<file path="src/rtl/div_pkg.sv">
// Shared definitions for the EX-stage divider: FSM states, configuration
// legality check and the ALU decoder op codes that select signed division.
package div_pkg;

    typedef enum logic [1:0] {
        IDLE = 2'd0,
        DIV  = 2'd1,
        FIX  = 2'd2,
        DONE = 2'd3
    } div_state_t;

    // Quotient bits retired per cycle may only be 1, 2 or 4 and must tile the operand width.
    function automatic bit bpc_is_legal(input int bpc, input int width);
        return ((bpc == 1) || (bpc == 2) || (bpc == 4)) && ((width % bpc) == 0)
            && (width >= 4) && ((width % 2) == 0);
    endfunction

    localparam logic [5:0] EXE_DIV_OP  = 6'h1A;
    localparam logic [5:0] EXE_DIVU_OP = 6'h1B;

    function automatic logic op_is_signed(input logic [5:0] op);
        return (op == EXE_DIV_OP);
    endfunction

endpackage

</file>
<file path="src/rtl/div_step.sv">
// One restoring-division step: shift in the next dividend bit, trial-subtract
// the divisor magnitude, keep the difference when it is non-negative.
module div_step
    import div_pkg::*;
#(
    parameter int WIDTH = 32
) (
    input  logic [WIDTH:0]   i_rem,
    input  logic [WIDTH-1:0] i_divisor,
    input  logic             i_bit,
    output logic [WIDTH:0]   o_rem,
    output logic             o_q
);

    logic [WIDTH+1:0] w_shift;
    logic [WIDTH+1:0] w_diff;

    assign w_shift = {i_rem, i_bit};
    assign w_diff  = w_shift - {2'b00, i_divisor};
    assign o_q     = ~w_diff[WIDTH+1];
    assign o_rem   = o_q ? w_diff[WIDTH:0] : w_shift[WIDTH:0];

endmodule

</file>
<file path="src/rtl/div_unit_param.sv">
// Multi-cycle signed/unsigned integer divider producing {remainder, quotient}
// for HI/LO, with cancel for pipeline flush and a defined divide-by-zero result.
module div_unit_param
    import div_pkg::*;
#(
    parameter int WIDTH          = 32,
    parameter int BITS_PER_CYCLE = 1
) (
    input  logic               clk,
    input  logic               sclr,
    input  logic               start,
    input  logic               signed_op,
    input  logic               cancel,
    input  logic [WIDTH-1:0]   a,
    input  logic [WIDTH-1:0]   b,
    output logic               busy,
    output logic               result_ok,
    output logic               div_zero,
    output logic [2*WIDTH-1:0] result
);

    localparam int N     = WIDTH / BITS_PER_CYCLE;
    localparam int CNT_W = $clog2(N) + 1;
    localparam logic [CNT_W-1:0] LAST_CNT = CNT_W'(N - 1);

    if (!bpc_is_legal(BITS_PER_CYCLE, WIDTH)) begin : g_bad_cfg
        $error("div_unit_param: illegal WIDTH/BITS_PER_CYCLE combination");
    end

    div_state_t r_state, w_state_next;
    logic [CNT_W-1:0]   r_cnt;
    logic [WIDTH:0]     r_rem;
    logic [WIDTH-1:0]   r_quo;
    logic [WIDTH-1:0]   r_divisor;
    logic               r_sign_q, r_sign_r, r_zero;
    logic               r_div_zero;
    logic [2*WIDTH-1:0] r_result;

    logic               w_take, w_b_zero, w_a_neg, w_b_neg;
    logic [WIDTH-1:0]   w_a_mag, w_b_mag, w_quo_next, w_quo_fix, w_rem_lo, w_rem_fix;
    logic [BITS_PER_CYCLE:0][WIDTH:0] w_rem_chain;
    logic [BITS_PER_CYCLE-1:0]        w_qbits;

    assign w_take   = (r_state == IDLE) && start && !cancel;
    assign w_b_zero = (b == '0);
    assign w_a_neg  = signed_op & a[WIDTH-1];
    assign w_b_neg  = signed_op & b[WIDTH-1];
    assign w_a_mag  = w_a_neg ? -a : a;
    assign w_b_mag  = w_b_neg ? -b : b;

    // r_quo starts as the dividend; its MSBs feed the steps while quotient bits shift in below.
    assign w_rem_chain[0] = r_rem;
    for (genvar gi = 0; gi < BITS_PER_CYCLE; gi++) begin : g_step
        div_step #(.WIDTH(WIDTH)) u_step (
            .i_rem    (w_rem_chain[gi]),
            .i_divisor(r_divisor),
            .i_bit    (r_quo[WIDTH-1-gi]),
            .o_rem    (w_rem_chain[gi+1]),
            .o_q      (w_qbits[BITS_PER_CYCLE-1-gi])
        );
    end

    if (WIDTH > BITS_PER_CYCLE) begin : g_shift
        assign w_quo_next = {r_quo[WIDTH-BITS_PER_CYCLE-1:0], w_qbits};
    end else begin : g_whole
        assign w_quo_next = w_qbits;
    end

    assign w_rem_lo  = r_rem[WIDTH-1:0];
    assign w_quo_fix = r_sign_q ? -r_quo : r_quo;
    assign w_rem_fix = r_sign_r ? -w_rem_lo : w_rem_lo;

    always_ff @(posedge clk) begin
        if (sclr) r_state <= IDLE;
        else      r_state <= w_state_next;
    end

    always_comb begin
        w_state_next = r_state;
        case (r_state)
            IDLE:    if (w_take) w_state_next = w_b_zero ? FIX : DIV;
            DIV: begin
                if (cancel)                w_state_next = IDLE;
                else if (r_cnt == LAST_CNT) w_state_next = FIX;
            end
            FIX:     w_state_next = cancel ? IDLE : DONE;
            DONE:    w_state_next = IDLE;
            default: w_state_next = IDLE;
        endcase
    end

    always_ff @(posedge clk) begin
        if (sclr) begin
            r_cnt      <= '0;
            r_rem      <= '0;
            r_quo      <= '0;
            r_divisor  <= '0;
            r_sign_q   <= 1'b0;
            r_sign_r   <= 1'b0;
            r_zero     <= 1'b0;
            r_div_zero <= 1'b0;
            r_result   <= '0;
        end else begin
            case (r_state)
                IDLE: if (w_take) begin
                    r_cnt     <= '0;
                    r_rem     <= '0;
                    // Divide by zero returns the raw dividend in HI, so skip the magnitude.
                    r_quo     <= w_b_zero ? a : w_a_mag;
                    r_divisor <= w_b_mag;
                    r_sign_q  <= w_a_neg ^ w_b_neg;
                    r_sign_r  <= w_a_neg;
                    r_zero    <= w_b_zero;
                end
                DIV: begin
                    if (cancel) begin
                        r_cnt <= '0;
                    end else begin
                        r_rem <= w_rem_chain[BITS_PER_CYCLE];
                        r_quo <= w_quo_next;
                        r_cnt <= (r_cnt == LAST_CNT) ? '0 : r_cnt + 1'b1;
                    end
                end
                FIX: if (!cancel) begin
                    r_result   <= r_zero ? {r_quo, {WIDTH{1'b1}}} : {w_rem_fix, w_quo_fix};
                    r_div_zero <= r_zero;
                end
                default: ;
            endcase
        end
    end

    assign busy      = (r_state != IDLE);
    assign result_ok = (r_state == DONE);
    assign div_zero  = r_div_zero;
    assign result    = r_result;

endmodule

</file>
<file path="config.mk">
export PLATFORM = sky130hd
export DESIGN_NAME = div_unit_param
export DESIGN_NICKNAME = d
export VERILOG_FILES = /design/src/rtl/div_pkg.sv /design/src/rtl/div_step.sv /design/src/rtl/div_unit_param.sv
export SDC_FILE = /design/constraint.sdc
export NUM_CORES = 1
export LEC_CHECK = 0
export BUFFER_PORTS_ARGS = -buffer_cell sky130_fd_sc_hd__buf_2
export CORE_AREA = 2 2 171 173
export CTS_BUF_LIST = sky130_fd_sc_hd__clkbuf_16
export CTS_CLUSTER_SIZE = 8
export DETAILED_ROUTE_END_ITERATION = 8
export DIE_AREA = 0 0 173 175
export GPL_ROUTABILITY_DRIVEN = 0
export PLACE_DENSITY = 0.6
export REMOVE_ABC_BUFFERS = 1
export SKIP_CTS_REPAIR_TIMING = 1
export SYNTH_ARGS = -nofsm -noshare
export SYNTH_HDL_FRONTEND = slang
export SYNTH_SLANG_ARGS = --single-unit
</file>
<file path="constraint.sdc">
create_clock -name clk -period 4.35 [get_ports clk]
set_input_delay 0.2175 -clock clk [delete_from_list [all_inputs] [get_ports clk]]
set_output_delay 0.2175 -clock clk [all_outputs]
set_load 0.005 [all_outputs]
</file>
==> summary.md, run 1 <==
| Metric | Value |
|---|---|
| Average size of a mapped cell | 7.49 µm² |
| Pins Over Slew Limit | 0 |
| Final setup viols | 0 |
| Register area share after synthesis | 30.8% |
| Worst EP required | 4.71 ns |
| Most numerous cell in the Yosys netlist | nand2_1 |
| Post-synth EDFFs | 0 |
| Fin. Hold Viols | 0 |
| DR vias/cell | roughly 5.5 |
| RSZ-0062 raised after global routing | false |
| Die Outline Area | a little over 30000 µm² |
| Rel. slew slack | 23.9% |
| Setup crit end kind | register |
| Fin area | 12700 µm² |
| Chip height | 175 µm |
| Overall Global Routing Usage | 21.2% |
| Max Cap Violations | 0 |
| Layout net count | 1678 |
| Flop pwr share | 42.9% |
| Total core area | 28400 µm² |
| Critical Path AT | 3.94 ns |
| ANT nets after route | 0 |
| WP buf/inv | 2 |
| I/O Buffers | 135 |
| Initial antenna violation count | 0 |
| Status | complete, no violations |
| Cell variety after synth | 67 |
| Logic pwr share | 21.0% |
| Ys async rst share | 0% |
| Hold WS | 0.0740 ns |
| DIE WIDTH | 173 µm |
| Lkg Pwr | slightly above 5 nW |
| Internal Power | 2.77 mW |
| Min-Delay Path Depth | 3 |
| Minimum clock period | 3.58 ns |
| Worst VDD drop | 0.000280 V |
| First-pass GRT wire length | 52600 µm |
| Clock latency on the worst-skew pair | 0.43 ns |
| CTS max path bufs | 2 |
| R2R cell count | 13 |
| Routed len/inst | about 16 µm |
| DP Wirelength | approximately 24000 µm |
| Critical Path Max Stage Delay | 0.59 ns |
| Vias | 10.8k |
| Top Ports | 136 |
| Yosys Warn Count | 0 |
| Ys flop type | dfxtp_1 |
| Most used cell, CP | inv_1 |
| Crit-path cells | inv_1 > ha_1 > inv_1 > fa_1 > a21oi_1 > o21ai_0 > a2111oi_0 > nor3_1 > a311oi_1 > o31ai_1 > a211oi_1 > mux2_2 > o211ai_1 |
| Final wirelength | roughly 32000 µm |
| Grt ovf | 0 |
| Placement Setup Slack | 0.851 ns |
| Drt pass-1 iters | 5 |
| CP max-delay cell | a2111oi_0 |
| Area contributors post-synth | dfxtp_1 (31%), nand2_1 (7.1%), xor2_1 (5.8%) |
| CTS sink cnt | approximately 170 |
| Type of origin of the critical path | register |
| Critical path depth in cells | 13 |
| Hold Crit Class | in2reg |
| Clock slew at reported path FFs | 0.07 ns |
| DRC viols | 0 |
| CP max FO | 2 |
| Psw | 1.29 mW |
| F_max | roughly 280 MHz |
| CTS buffer count | 17 |
| Yosys reg bits | around 170 |
| Pwr dens | 320 nW/µm² |
| Cell count after synthesis | 1503 |
| Top cell type's share of synthesized area | 30.8% |
| Initial Utilization | between 30 and 40% |
| Setup crit end | r_rem[28]$_SDFFE_PP0P_ |
| Row count | 62 |
| Sw frac | 31.7% |
| Worst Setup SP | r_quo[31]$_SDFFE_PP0P_ |
| Top delay family on crit path | compound AO/OA/AOI/OAI gates |
| R2r endpoint | r_rem[28]$_SDFFE_PP0P_ |
| Smallest setup slack after layout | 0.765 ns |
| Share of layout cells above drive strength 1 | 13.2% |
| Biggest area consumer among synthesized cells | dfxtp_1 |
| CP Class | reg2reg |
| Ant diodes | 0 |
| Area post-placement | about 12000 µm² |
| Period utilisation layout | 82.4% |
| Clk pwr share | 36.1% |
| Synth top cells by count | nand2_1 (213), dfxtp_1 (173), nor2_1 (133) |
| DR iter-0 viols | 842 |
| CTS root buf | clkbuf_16 |
| Worst Tran Pin Value | 1.14 ns |
| Final Skew | 0.00850 ns |
| CTS tree | done |
| Area grow syn2layout | 12.9% |
| H-tree level count | 4 |
| Vias in the first global route | 9910 |
| Worst r2r src | r_quo[31]$_SDFFE_PP0P_ |
| Post-Syn Area | 11300 µm² |
| Reg2Reg Setup Slack | 0.77 ns |
| Pin count of the biggest net entering global routing | 84 |
==> worst min path at each step <==
stage	from	to
floorplan	sclr	r_quo[8]$_SDFFE_PP0P_
global placement	r_divisor[31]$_SDFFE_PP0P_	r_divisor[31]$_SDFFE_PP0P_
detailed placement	result[47]$_SDFFE_PP0P_	result[47]$_SDFFE_PP0P_
CTS	b[1]	r_divisor[1]$_SDFFE_PP0P_
global route	b[1]	r_divisor[1]$_SDFFE_PP0P_
finish	b[1]	r_divisor[1]$_SDFFE_PP0P_
==> worst reg2reg max path: cells and delay by family (launching register included) <==
kind	cells	cell delay (ns)
DFF	1	0.31
muxes	1	0.36
AOI/OAI and AO/OA	7	2.03
adders and majority gates	2	0.57
and+or+nand+nor	1	0.13
buffers and inverters	2	0.11
==> flip-flops by register name, indices dropped and copies added, names as in the netlist <==
| register | cells |
|---|---|
| r_rem | 33 |
| r_zero | 1 |
| result | 64 |
| r_sign_q | 1 |
| r_sign_r | 1 |
| r_state | 2 |
| r_divisor | 32 |
| r_cnt | 6 |
| div_zero | 1 |
| r_quo | 32 |
==> power groups by stage <==
stage / Clock [mW] / Combinational, mW / Sequential (mW)
finish: 1.47 / 0.852 / 1.74
detailed placement: 0 / 0.841 / 1.78
global route: 1.56 / 0.947 / 1.75
CTS: 1.49 / 0.845 / 1.74
floorplan: 0 / 0.584 / 1.75
global placement: 0 / 0.836 / 1.77
==> per-stage QoR <==
step	std cells	setup TNS (ns)	total power, mW	utilization (%)
global placement	1936	0	2.61	42.8
floorplan	1401	-126.81	2.33	-
CTS	1967	0	4.08	44.7
global route	1967	0	4.27	44.7
detailed placement	1936	0	2.62	42.8
finish	1967	0	4.06	44.7
==> metal layers <==
layer | vias to the layer above | global-route usage [%] | wire, µm
li1 | 5487 | - | -
met1 | 4949 | 30.0 | 15500
met2 | 327 | 33.3 | 14500
met3 | 32 | 3.18 | 1920
met4 | 0 | 6.18 | 515
met5 | - | 0 | 0
==> logic make-up after synthesis <==
family          Yosys count  share of synthesized area (%)
xor+xnor                142                           11.1
fa+ha+maj                38                           4.29
buf+inv                 161                           5.49
flops                   173                           30.8
simple gates            511                           21.0
mux                      27                           2.45
compound gates          451                           25.0
==> cell type report <==
class / instances / area (µm²)
Timing Repair Buffer: 151 / 798
Clock inverter: 14 / 120
Clock buffer: 17 / 425
Sequential cell: 173 / 3460
Tap cell: 384 / 480
Multi-Input combinational cell: 1169 / 7190
Fill cell: 2971 / 15700
Inverter: 59 / 221
==> placed cells by master (no fill, tap or decap), drive strengths merged, types with 13 or more instances in the layout <==
cell / n
xnor2: 67
o21ai: 132
o41ai: 15
xor2: 75
a21oi: 105
dfxtp: 173
nor2: 134
o22ai: 43
nand2: 213
or3: 17
nor3: 20
a21o: 19
nor4: 14
inv: 63
clkbuf: 17
and3: 19
o31ai: 28
buf: 151
a211oi: 31
nand3: 26
o211ai: 13
ha: 37
mux2i: 23
(Power assumes the default switching activity.)
==> run 2, diff against run 1 <==
ABC_AREA = 1   (was default)
CORE_AREA = 2 2 186 188   (was 2 2 171 173)
DIE_AREA = 0 0 188 190   (was 0 0 173 175)
PLACE_DENSITY = 0.61   (was 0.6)
clock period = 3.1 ns   (was 4.35 ns; I/O delays follow)
==> run 2 against run 1 <==
Register-to-register slack got worse by 0.31 ns. Clock skew rose by 0.0048 ns. Clock-buffer cell count unchanged. Critical path depth is 3 higher. Cell area grew 18%. Cell count is 39% higher. Non-clock buffer count is 12 higher. Die area is 18% higher. Power up 65%. Wire length grew 32%. Synthesized cell count up 45%. Sequential cell count is the same. Largest cell class unchanged.
==> summary.md, run 2 <==
| Metric | Value |
|---|---|
| Vias in the first global route | 13.1k (+32%) |
| Pin count of the biggest net entering global routing | 76 (-9.5%) |
| Critical Path Max Stage Delay | 0.48 ns (-0.11 ns) |
| Die Outline Area | 35700 µm² (+18%) |
| Max reg flops | 64 (unchanged) |
| Row count | 68 (+9.7%) |
| Most common cell after layout, fill and taps aside | nand2_1 |
| H-tree level count | 4 (unchanged) |
| Synth top cells by count | nand2_1 (524), inv_1 (304), a21oi_1 (227) |
| Most used cell, CP | nand2_1 |
| Critical Path AT | 2.93 ns (-1.01 ns) |
| Post-Syn Area | 13300 µm² (+18%) |
| Seq. cell area | 3460 µm² (about the same) |
| Drt pass-1 iters | 6 (+1) |
| Top delay family on crit path | simple AND/OR/NAND/NOR gates |
| Cell variety after synth | 53 (-21%) |
| Final setup viols | 0 (unchanged) |
| Average size of a mapped cell | 6.11 µm² (-18%) |
| DR vias/cell | 5.19 (-5.4%) |
| CP max-delay cell | fa_1 |
| Routed len/inst | 15.7 µm (-4.8%) |
| Biggest area consumer among synthesized cells | dfxtp_1 |
| Cell count after synthesis | 2178 (+45%) |
| Minimum clock period | 2.64 ns (-0.944 ns) |
| Hold worst-path end | r_quo[3]$_SDFFE_PP0P_ |
| RSZ-0062 raised after global routing | false |
| DIE WIDTH | 188 µm (+8.7%) |
| Top cell type's share of synthesized area | 26.0% (-4.7 points) |
| WP buf/inv | 2 (unchanged) |
| CP max FO | 4 (+2) |
| Ys async rst share | 0% (unchanged) |
| Clock slew at reported path FFs | 0.08 ns (about the same) |
| DRC viols | 0 (unchanged) |
| CTS buffer count | 17 (unchanged) |
| Layout net count | 2373 (+41%) |
| ANT nets after route | 0 (unchanged) |
| Power Total | 6.68 mW (+65%) |
| CP Class | reg2reg |
| Period utilisation layout | 85.2% (+2.8 points) |
| CTS max path bufs | 2 (unchanged) |
| Area grow syn2layout | 12.5% |
| Grt ovf | 0 (unchanged) |
| CTS tree | done |
| Worst VDD drop | 0.000394 V (+41%) |
| Rel. slew slack | 38.4% (+14 points) |
| Post-synth EDFFs | 0 (unchanged) |
| Worst r2r src | r_quo[31]$_SDFFE_PP0P_ |
| Setup TNS | 0 ns (unchanged) |
| Top Ports | 136 (unchanged) |
| Lkg Pwr | 7.36 nW (+46%) |
| Yosys Warn Count | 0 (unchanged) |
| Type of origin of the critical path | register |
| Crit-path cells | inv_1 > ha_1 > inv_1 > fa_1 > nand3_1 > nand3_1 > nand2_1 > nand2_1 > nand2_1 > nand2_1 > nand2_1 > nand3_1 > nand2_1 > nand3_2 > nand3_1 > a21oi_1 |
| First-pass GRT wire length | 69100 µm (+31%) |
| Initial antenna violation count | 1 (+1) |
| Area contributors post-synth | dfxtp_1 (26%), nand2_1 (15%), inv_1 (8.6%) |
| Clock latency on the worst-skew pair | 0.45 ns (+0.02 ns) |
| Total core area | 33900 µm² (+20%) |
| Ant diodes | 0 (unchanged) |
| Max Cap Violations | 0 (unchanged) |
| R2R cell count | 16 (+3) |
| Pins Over Slew Limit | 0 (unchanged) |
| Final wirelength | 42900 µm (+32%) |
| Initial Utilization | 39.2% (-0.46 points) |
| I/O Buffers | 135 (unchanged) |
| Worst EP required | 3.39 ns (-1.32 ns) |
| Setup crit end kind | register |
| Final Non-Filler Cells | 2734 (+39%) |
| Final Skew | 0.0133 ns (+0.00480 ns) |
| CTS sink cnt | 173 (unchanged) |
| R2r endpoint | r_rem[32]$_SDFFE_PP0P_ |
| Reg2Reg Setup Slack | 0.46 ns (-0.31 ns) |
| Hold wc startpoint | a[3] |
| Overall Global Routing Usage | 23.9% (+2.7 points) |
| Min-Delay Path Depth | 4 (+1) |
| Share of layout cells above drive strength 1 | 12.0% (-1.2 points) |
| Ys flop type | dfxtp_1 |
| Dpl cells | 2701 (+40%) |
| DR iter-0 viols | 1259 (+50%) |
| CTS root buf | clkbuf_16 |
| DP Wirelength | 33100 µm (+38%) |
| Fin. Hold Viols | 0 (unchanged) |
| Hold Crit Class | in2reg |
| Most numerous cell in the Yosys netlist | nand2_1 |
| Chip height | 190 µm (+8.6%) |
| F_max | 379 MHz (+36%) |
| Status | complete, no violations |
| Most frequent cells in the layout | nand2_1 (524), inv_1 (302), a21oi_1 (227) |
| Pwr dens | 447 nW/µm² (+40%) |
| Yosys reg bits | 173 (unchanged) |
| Worst Tran Pin Value | 0.923 ns (-0.216 ns) |
| Register area share after synthesis | 26.0% (-4.7 points) |
| Post-Route Utilization | 44.1% (-0.69 points) |
| Filler cell count | 3630 (+22%) |
| Vias | 14.2k (+31%) |
| Multi-input gate area | 8230 µm² (+14%) |
==> run 2: tightest hold or removal path: stages <==
cell and delay (ns):
buf_2 0.09, xor2_1 0.06, nand2_1 0.06, a21oi_1 0.05
==> run 2: cell families after synthesis <==
group / count (synthesis) / share of synthesized area (%)
AOI/OAI and AO/OA: 445 / 18.0
buffers and inverters: 408 / 12.1
and+or+nand+nor: 1038 / 35.1
adders and majority gates: 38 / 3.63
xor gates and xnor gates: 76 / 5.01
DFF: 173 / 26.0
==> run 2: layout make-up <==
class                           count  area share (%)
Inverter                          314            7.88
Sequential cell                   173            23.2
Timing Repair Buffer              163            6.11
Tap cell                          455            3.81
Multi-Input combinational cell   1597            55.1
Clock inverter                     15            1.15
Clock buffer                       17            2.84
==> run 2: power by group <==
part	switching [mW]	internal, mW
logic	1.36	0.639
clock network	1.10	1.09
registers	0.144	2.34
==> run 2: how the worst max path moves through the flow <==
| stage | startpoint | end | slack (ns) | cells past startpoint |
|---|---|---|---|---|
| CTS | r_quo[31]$_SDFFE_PP0P_ | r_rem[32]$_SDFFE_PP0P_ | 0.47 | 16 |
| finish | r_quo[31]$_SDFFE_PP0P_ | r_rem[32]$_SDFFE_PP0P_ | 0.46 | 16 |
| global route | r_rem[5]$_SDFFE_PP0P_ | r_rem[3]$_SDFFE_PP0P_ | 0.25 | 15 |
| global placement | r_quo[31]$_SDFFE_PP0P_ | r_rem[32]$_SDFFE_PP0P_ | 0.52 | 16 |
| detailed placement | r_quo[31]$_SDFFE_PP0P_ | r_rem[32]$_SDFFE_PP0P_ | 0.48 | 16 |
| floorplan | r_state[1]$_SDFFE_PP0P_ | r_quo[10]$_SDFFE_PP0P_ | -1.70 | 7 |
==> run 2: per-stage QoR <==
| step | hold WS, ns | setup WS (ns) | area (µm²) |
|---|---|---|---|
| floorplan | 0.224 | -1.70 | 12900 |
| global placement | 0.440 | 0.519 | 14300 |
| detailed placement | 0.443 | 0.475 | 14300 |
| CTS | -0.0257 | 0.472 | 14900 |
| global route | 0.0240 | 0.253 | 15000 |
| finish | 0.00592 | 0.460 | 15000 |
==> run 2: routing by layer <==
layer / share of wire (%) / routed length [µm] / GRT usage, %
met5: 0 / 0 / 0
met1: 48 / 20600 / 33.8
met3: 5.5 / 2340 / 2.40
met2: 45 / 19300 / 39.1
met4: 1.5 / 644 / 5.63
